<file path="config.mk">
export PLATFORM = sky130hd
export DESIGN_NAME = serial_add_sub_flat
export DESIGN_NICKNAME = d
export VERILOG_FILES = /design/src/rtl/serial_add_sub_if.sv /design/src/rtl/serial_add_sub.sv /design/src/flat_wrapper.sv
export SDC_FILE = /design/constraint.sdc
export NUM_CORES = 1
export LEC_CHECK = 0
export ABC_AREA = 1
export CORE_ASPECT_RATIO = 0.6
export CORE_MARGIN = 10
export CORE_UTILIZATION = 40
export CTS_CLUSTER_DIAMETER = 120
export DETAILED_ROUTE_END_ITERATION = 16
export GPL_TIMING_DRIVEN = 0
export PLACE_DENSITY = 0.74
export SYNTH_ARGS = -nofsm -noshare
export SYNTH_HDL_FRONTEND = slang
export SYNTH_SLANG_ARGS = --single-unit
</file>
<file path="constraint.sdc">
create_clock -name clk -period 3.5 [get_ports clk]
set_clock_uncertainty 0.05 [all_clocks]
set_input_delay 0.35 -clock clk [delete_from_list [all_inputs] [get_ports clk]]
set_output_delay 0.35 -clock clk [all_outputs]
set_load 0.03 [all_outputs]
</file>
<file path="src/rtl/serial_add_sub_if.sv">
// Handshake and operand/result bundle for the bit-serial adder/subtractor.
// The master drives the request side; the slave (the datapath) returns status and results.
interface serial_add_sub_if #(
    parameter int unsigned WIDTH = 8
);
    logic             start;
    logic             sub;
    logic             cin;
    logic [WIDTH-1:0] a;
    logic [WIDTH-1:0] b;
    logic             busy;
    logic             done;
    logic [WIDTH-1:0] sum;
    logic             cout;
    logic             overflow;

    modport master (
        output start, sub, cin, a, b,
        input  busy, done, sum, cout, overflow
    );

    modport slave (
        input  start, sub, cin, a, b,
        output busy, done, sum, cout, overflow
    );
endinterface

</file>
<file path="src/rtl/serial_add_sub.sv">
// Bit-serial adder/subtractor: one full-adder cell and a carry flop, LSB first, one bit per clock.
// Subtraction is a + ~b + ~borrow_in; the final carry is inverted to report a borrow.
module serial_add_sub #(
    parameter int unsigned WIDTH = 8
) (
    input logic              clk,
    input logic              rst_n,
    serial_add_sub_if.slave  bus_io
);
    localparam int unsigned CntW = (WIDTH > 2) ? $clog2(WIDTH) : 1;
    localparam logic [CntW-1:0] LastCnt = CntW'(WIDTH - 1);

    localparam logic [1:0] StIdle = 2'd0;
    localparam logic [1:0] StRun  = 2'd1;
    localparam logic [1:0] StDone = 2'd2;

    logic [1:0]       state_q, state_d;
    logic [WIDTH-1:0] a_q, a_d;
    logic [WIDTH-1:0] b_q, b_d;
    logic [WIDTH-1:0] sum_q, sum_d;
    logic [CntW-1:0]  cnt_q, cnt_d;
    logic             c_q, c_d;
    logic             sub_q, sub_d;
    logic             cout_q, cout_d;
    logic             ovf_q, ovf_d;

    logic fa_s;
    logic fa_c;

    assign fa_s = a_q[0] ^ b_q[0] ^ c_q;
    assign fa_c = (a_q[0] & b_q[0]) | (a_q[0] & c_q) | (b_q[0] & c_q);

    always_comb begin
        state_d = state_q;
        a_d     = a_q;
        b_d     = b_q;
        sum_d   = sum_q;
        cnt_d   = cnt_q;
        c_d     = c_q;
        sub_d   = sub_q;
        cout_d  = cout_q;
        ovf_d   = ovf_q;
        case (state_q)
            StIdle: begin
                if (bus_io.start) begin
                    state_d = StRun;
                    a_d     = bus_io.a;
                    b_d     = bus_io.sub ? ~bus_io.b : bus_io.b;
                    c_d     = bus_io.cin ^ bus_io.sub;
                    sub_d   = bus_io.sub;
                    cnt_d   = '0;
                    sum_d   = '0;
                    cout_d  = 1'b0;
                    ovf_d   = 1'b0;
                end
            end
            StRun: begin
                sum_d = {fa_s, sum_q[WIDTH-1:1]};
                a_d   = a_q >> 1;
                b_d   = b_q >> 1;
                c_d   = fa_c;
                cnt_d = cnt_q + CntW'(1);
                if (cnt_q == LastCnt) begin
                    state_d = StDone;
                    cout_d  = fa_c ^ sub_q;
                    // Signed overflow: carry into the MSB differs from carry out of it.
                    ovf_d   = c_q ^ fa_c;
                end
            end
            StDone: begin
                state_d = StIdle;
            end
            default: begin
                state_d = StIdle;
            end
        endcase
    end

    always_ff @(posedge clk or negedge rst_n) begin
        if (!rst_n) begin
            state_q <= StIdle;
            a_q     <= '0;
            b_q     <= '0;
            sum_q   <= '0;
            cnt_q   <= '0;
            c_q     <= 1'b0;
            sub_q   <= 1'b0;
            cout_q  <= 1'b0;
            ovf_q   <= 1'b0;
        end else begin
            state_q <= state_d;
            a_q     <= a_d;
            b_q     <= b_d;
            sum_q   <= sum_d;
            cnt_q   <= cnt_d;
            c_q     <= c_d;
            sub_q   <= sub_d;
            cout_q  <= cout_d;
            ovf_q   <= ovf_d;
        end
    end

    assign bus_io.busy     = (state_q != StIdle);
    assign bus_io.done     = (state_q == StDone);
    assign bus_io.sum      = sum_q;
    assign bus_io.cout     = cout_q;
    assign bus_io.overflow = ovf_q;
endmodule

</file>
<file path="src/flat_wrapper.sv">
// flat-port wrapper written by rule: the top's interface ports become plain ports
module serial_add_sub_flat 
#(
    parameter int unsigned WIDTH = 8
)
  (clk, rst_n, bus_io_start, bus_io_sub, bus_io_cin, bus_io_a, bus_io_b, bus_io_busy, bus_io_done, bus_io_sum, bus_io_cout, bus_io_overflow);
  serial_add_sub_if #(.WIDTH(WIDTH)) bus_io_i ();
  input logic clk;
  input logic rst_n;
  input wire logic [$bits(bus_io_i.start)-1:0] bus_io_start;
  input wire logic [$bits(bus_io_i.sub)-1:0] bus_io_sub;
  input wire logic [$bits(bus_io_i.cin)-1:0] bus_io_cin;
  input wire logic [$bits(bus_io_i.a)-1:0] bus_io_a;
  input wire logic [$bits(bus_io_i.b)-1:0] bus_io_b;
  output wire logic [$bits(bus_io_i.busy)-1:0] bus_io_busy;
  output wire logic [$bits(bus_io_i.done)-1:0] bus_io_done;
  output wire logic [$bits(bus_io_i.sum)-1:0] bus_io_sum;
  output wire logic [$bits(bus_io_i.cout)-1:0] bus_io_cout;
  output wire logic [$bits(bus_io_i.overflow)-1:0] bus_io_overflow;
  assign bus_io_i.start = bus_io_start;
  assign bus_io_i.sub = bus_io_sub;
  assign bus_io_i.cin = bus_io_cin;
  assign bus_io_i.a = bus_io_a;
  assign bus_io_i.b = bus_io_b;
  assign bus_io_busy = bus_io_i.busy;
  assign bus_io_done = bus_io_i.done;
  assign bus_io_sum = bus_io_i.sum;
  assign bus_io_cout = bus_io_i.cout;
  assign bus_io_overflow = bus_io_i.overflow;
  serial_add_sub #(.WIDTH(WIDTH)) u_core (.clk(clk), .rst_n(rst_n), .bus_io(bus_io_i));
endmodule
</file>
; ---- Yosys cells after proc, flatten, opt, wreduce, memory -nomap -nowiden
; Cells that the tools add are included.
[totals]
elab_cells = 52
reg_bits = 33
[op_classes]
eq_ne = 5
n_bitwise = 11
reduce_logical = 7
n_addsub = 1
n_mux = 19
[op_table]
columns = op, n
row1 = one-hot mux 8 bit (2 select lines), 3
row2 = two-way mux 8 bit, 4
row3 = NOT 8 bit, 1
row4 = one-hot mux 1 bit (2 select lines), 3
row5 = one-hot mux 3 bit (2 select lines), 1
row6 = AND reduction 2 bit, 3
row7 = XOR 1 bit, 5
row8 = two-way mux 1 bit, 4
row9 = two-way mux 2 bit, 2
row10 = one-hot mux 2 bit (2 select lines), 1
row11 = nonzero test 2 bit, 2
row12 = adder 3 x 1 -> 3 bit (second input constant), 1
row13 = AND 1 bit, 3
row14 = equality test 3 bit (second input constant), 1
row15 = two-way mux 3 bit, 1
row16 = AND reduction 3 bit, 1
row17 = equality test 2 x 1 -> 1 bit (second input constant), 1
row18 = equality test 2 bit (second input constant), 1
row19 = zero test 2 bit, 1
row20 = != test 2 x 1 -> 1 bit (second input constant), 1
row21 = != test 2 bit (second input constant), 1
row22 = bitwise OR 1 bit, 2

; ---- Depth between registers and ports, before layout
[depth]
depth_word = 6
ltp_mapped = 7

; ---- Worst setup path before layout
; OpenSTA, ideal clock, no wires.
[synth_path]
kind = register to register
startpoint = register u_core.c_q
endpoint = register u_core.cout_q (netlist: u_core.bus_io.cout)
path_stages_with_launch = 8
setup_ps = 117
path_slack_ps = 2181
t_arrival_ps = 1152
t_required_ps = 3333
period_less_slack_ps = 1319
path_cell_list = dfrtp_1 fa_1 inv_1 nand2_1 nand2_1 nor2_1 nand2_1 nand2_1
[synth_between]
elab_chain_len = 6
elab_cells_between_ends = 7
cone_classes = mux: 2 / bitwise: 5
[synth_rtl]
columns = item, line_no
row1 = "start, declared", serial_add_sub.sv:22  ; logic c_q, c_d;
row2 = "start signal, assigned", serial_add_sub.sv:86  ; c_q <= 1'b0;
row3 = "start signal, assigned", serial_add_sub.sv:96  ; c_q <= c_d;
row4 = AND 1 bit, serial_add_sub.sv:31  ; assign fa_c = (a_q[0] & b_q[0]) | (a_q[0] & c_q) | (b_q[0] & c_q);
row5 = bitwise OR 1 bit, serial_add_sub.sv:31
row6 = bitwise OR 1 bit (*), serial_add_sub.sv:31
row7 = XOR 1 bit (*), serial_add_sub.sv:65  ; cout_d = fa_c ^ sub_q;
row8 = two-way mux 1 bit (*), serial_add_sub.sv:63  ; if (cnt_q == LastCnt) begin
row9 = one-hot mux 1 bit (2 select lines) (*), serial_add_sub.sv:43  ; case (state_q)
row10 = "end signal, assigned", serial_add_sub.sv:98  ; cout_q <= cout_d;
row11 = "end, declared", serial_add_sub.sv:24  ; logic cout_q, cout_d;
; Every way passes the cells marked *; elsewhere a longest branch is shown, timed or not. The select of a mux whose other input is x is not followed.
; A chain may end at the register's enable or synchronous reset.

; ---- Worst setup path in the final report
[layout_path]
startpoint = register u_core.state_q[0]
endpoint = output port bus_io_busy
[layout_between]
elab_chain_len = 1
[layout_rtl]
columns = item, line_no
row1 = "start, declared", serial_add_sub.sv:17  ; logic [1:0] state_q, state_d;
row2 = "start signal, assigned", serial_add_sub.sv:81  ; state_q <= StIdle;
row3 = "start signal, assigned", serial_add_sub.sv:91  ; state_q <= state_d;
row4 = nonzero test 2 bit, serial_add_sub.sv:103  ; assign bus_io.busy = (state_q != StIdle);
row5 = "end, declared", flat_wrapper.sv:15  ; output wire logic [$bits(bus_io_i.busy)-1:0] bus_io_busy;
; Every way passes these cells.

==> results.toml <==
[status]
status = "finished, final reports clean"

[sta]
setup_viol = 0
fin_crit_sh_pct = 55.67
slew_violations = 0
fin_setup_tns_ps = 0
worst_pin_slew_ps = 717.7
finalHoldViolations = 0
hold_ws_ps = 68.07
fin_crit_ps = 1948
slew_headroom_pct = 52.16
maxClockFrequency_mhz = 513.2
rsz0062_at_grt = "no"

[floorplan]
die_w_um = 101.8
coreArea_sq_um = 3765
die_h_um = 69.07
fp-row-count = 17
initial_core_util_pct = 42.64
pin_count = 33
die_area_sq_um = 7030

[synthesis]
synth-seq-area-share_pct = 51.44
yosys.cell_types.count = 16
syn_nets = 241
syn_inst = 217
syn_avg_cell_area_sq_um = 7.398
syn_area_sq_um = 1605
ys_ff_latch = 33
synth_warnings = 0

[global_routing]
grt_max_degree = 34
grt.overflow.total = 0
antenna_found_initial = 0
grt_usage_pct = 10.91
grt_pass1_vias = 1338
grt_pass1_wl_mm = 6.210

[clock_network]
clk_pin_slew_ps = 60
cts_hold_buf = 0
cts_setup_buffers = 0
cts_max_path_buffers = 2
cts_tree = "done"
cts_made_buffers = 5
clock_sinks = 33
cts_root_buffer = "clkbuf_8"
h-tree-depth = 2
clk_latency_ps = 280
ctsResizeCount = 0

[pwr]
leakage_nw = 1.102
total_power_mw = 1.647
power_density_nw_per_um2 = 803.8
ir_worst_vdd_v = 0.0003351

[routing]
wl_met3_um = 343
drc = 0
top_layer = "met4"
drt_first_pass_iters = 4
vias_per_cell = 4.574
drt_wl_total_mm = 3.672
met2_wirelength_mm = 1.458
vias = 1386
antenna_left = 0
drt-met1-wl_mm = 1.828
drtIter0Drc = 74
wl_per_cell_um = 12.12

[worst_hold_path]
min_path_type = "primary input to asynchronous set/reset pin"

[placement]
portBuffers = 31
dp.final_hpwl_mm = 2.690
gp_congestion = 0.7953
numPlacedInstances = 295

[finish]
n_antenna_cell = 0
drive_gt1_share_pct = 6.250
layoutNonFillerInstCount = 303
final_common_cell = "nand2_1"
syn2layout_area_growth_pct = 27.67
final_cell_mix = "nand2_1 (127), dfrtp_1 (33), clkdlybuf4s50_1 (30), inv_1 (17), nand3_1 (11)"
nNetsFinal = 279

[setup_path]
required_ps = 3100
setup.worst_path.end_class = "output port"
crit_type = "register to output port"
cp.arrival_ps = 1550
cp_max_fo = 5
worst_setup_path_start_kind = "register"

[job]
maxCapViolCount = 0
[power breakdown]
group          leakage [nW]  total, mW  switching [mW]  internal [mW]
clock                0.0395      0.274           0.133          0.141
combinational         0.636      0.737           0.458          0.280
sequential            0.426      0.636          0.0993          0.537
total                  1.10       1.65           0.690          0.958
[cell usage after synthesis (all sizes together)]
library cell  number  area, sq um
o21ai             11        58.81
nand2            127        476.7
inv               18        67.56
nor2               4        17.52
clkinv             2        7.510
dfrtp             33        825.8
xnor2              1        8.760
nand3             12        65.06
fa                 1        20.02
buf                6        32.53
ha                 2        25.02
[registers in the layout, indices dropped and copies added, names as in the netlist]
register                flops
u_core.bus_io.sum           8
u_core.state_q              2
u_core.b_q                  8
u_core.bus_io.cout          1
u_core.a_q                  8
u_core.cnt_q                3
u_core.c_q                  1
u_core.sub_q                1
u_core.bus_io.overflow      1
[worst max-delay path, stage by stage, from the launching register on]
cell,delay (ps)
dfrtp_1,420
inv_1,110
nand2_1,70
clkdlybuf4s50_1,670
[through the flow]
stage	util, %	instance area, sq um	setup slack [ps]
5_1_grt	54.44	2049	1458
3_3_place_gp	52.44	1974	1357
3_5_place_dp	52.31	1969	1724
6_report	54.44	2049	1552
2_1_floorplan	-	1605	2181
4_1_cts	54.44	2049	1531
[area by class of cell]
type,count,area [sq um]
Timing Repair Buffer,31,305.3
Clock buffer,8,80.08
Inverter,20,75.07
Tap cell,47,58.81
Sequential cell,33,825.8
Multi-Input combinational cell,158,671.9
Fill cell,358,1715
Buffer,6,32.53
[kinds of logic (layout without fill, tap and decap cells)]
family | Yosys count | after routing | share of synthesized area [%]
buffers and inverters | 26 | 65 | 6.703
DFF | 33 | 33 | 51.44
adders and majority gates | 3 | 3 | 2.806
xor gates and xnor gates | 1 | 1 | 0.5457
AOI/OAI and AO/OA | 11 | 11 | 3.664
and+or+nand+nor | 143 | 143 | 34.84
[path summary, 6_finish.rpt]
kind / end / slack, ps / start / cells after the start
worst min-delay path: u_core.b_q[2]$_DFFE_PN0P_ / 70 / rst_n / 1
worst max register to register: u_core.bus_io.overflow$_DFFE_PN0P_ / 2070 / u_core.c_q$_DFFE_PN0P_ / 7
worst min register to register: u_core.a_q[6]$_DFFE_PN0P_ / 430 / u_core.a_q[6]$_DFFE_PN0P_ / 2
max in group asynchronous: u_core.a_q[5]$_DFFE_PN0P_ / 2870 / rst_n / 1
min in group clk: u_core.a_q[6]$_DFFE_PN0P_ / 430 / u_core.a_q[6]$_DFFE_PN0P_ / 2
worst max-delay path: bus_io_busy / 1550 / u_core.state_q[0]$_DFFE_PN0P_ / 3
[metal layers]
metal  track usage (%)  vias to the layer above
met2             14.16                       41
met1             14.65                      608
met4             5.008                        0
met5                 0                        -
li1                  -                      732
met3             5.159                        5
Power figures use the tool's default switching activity.
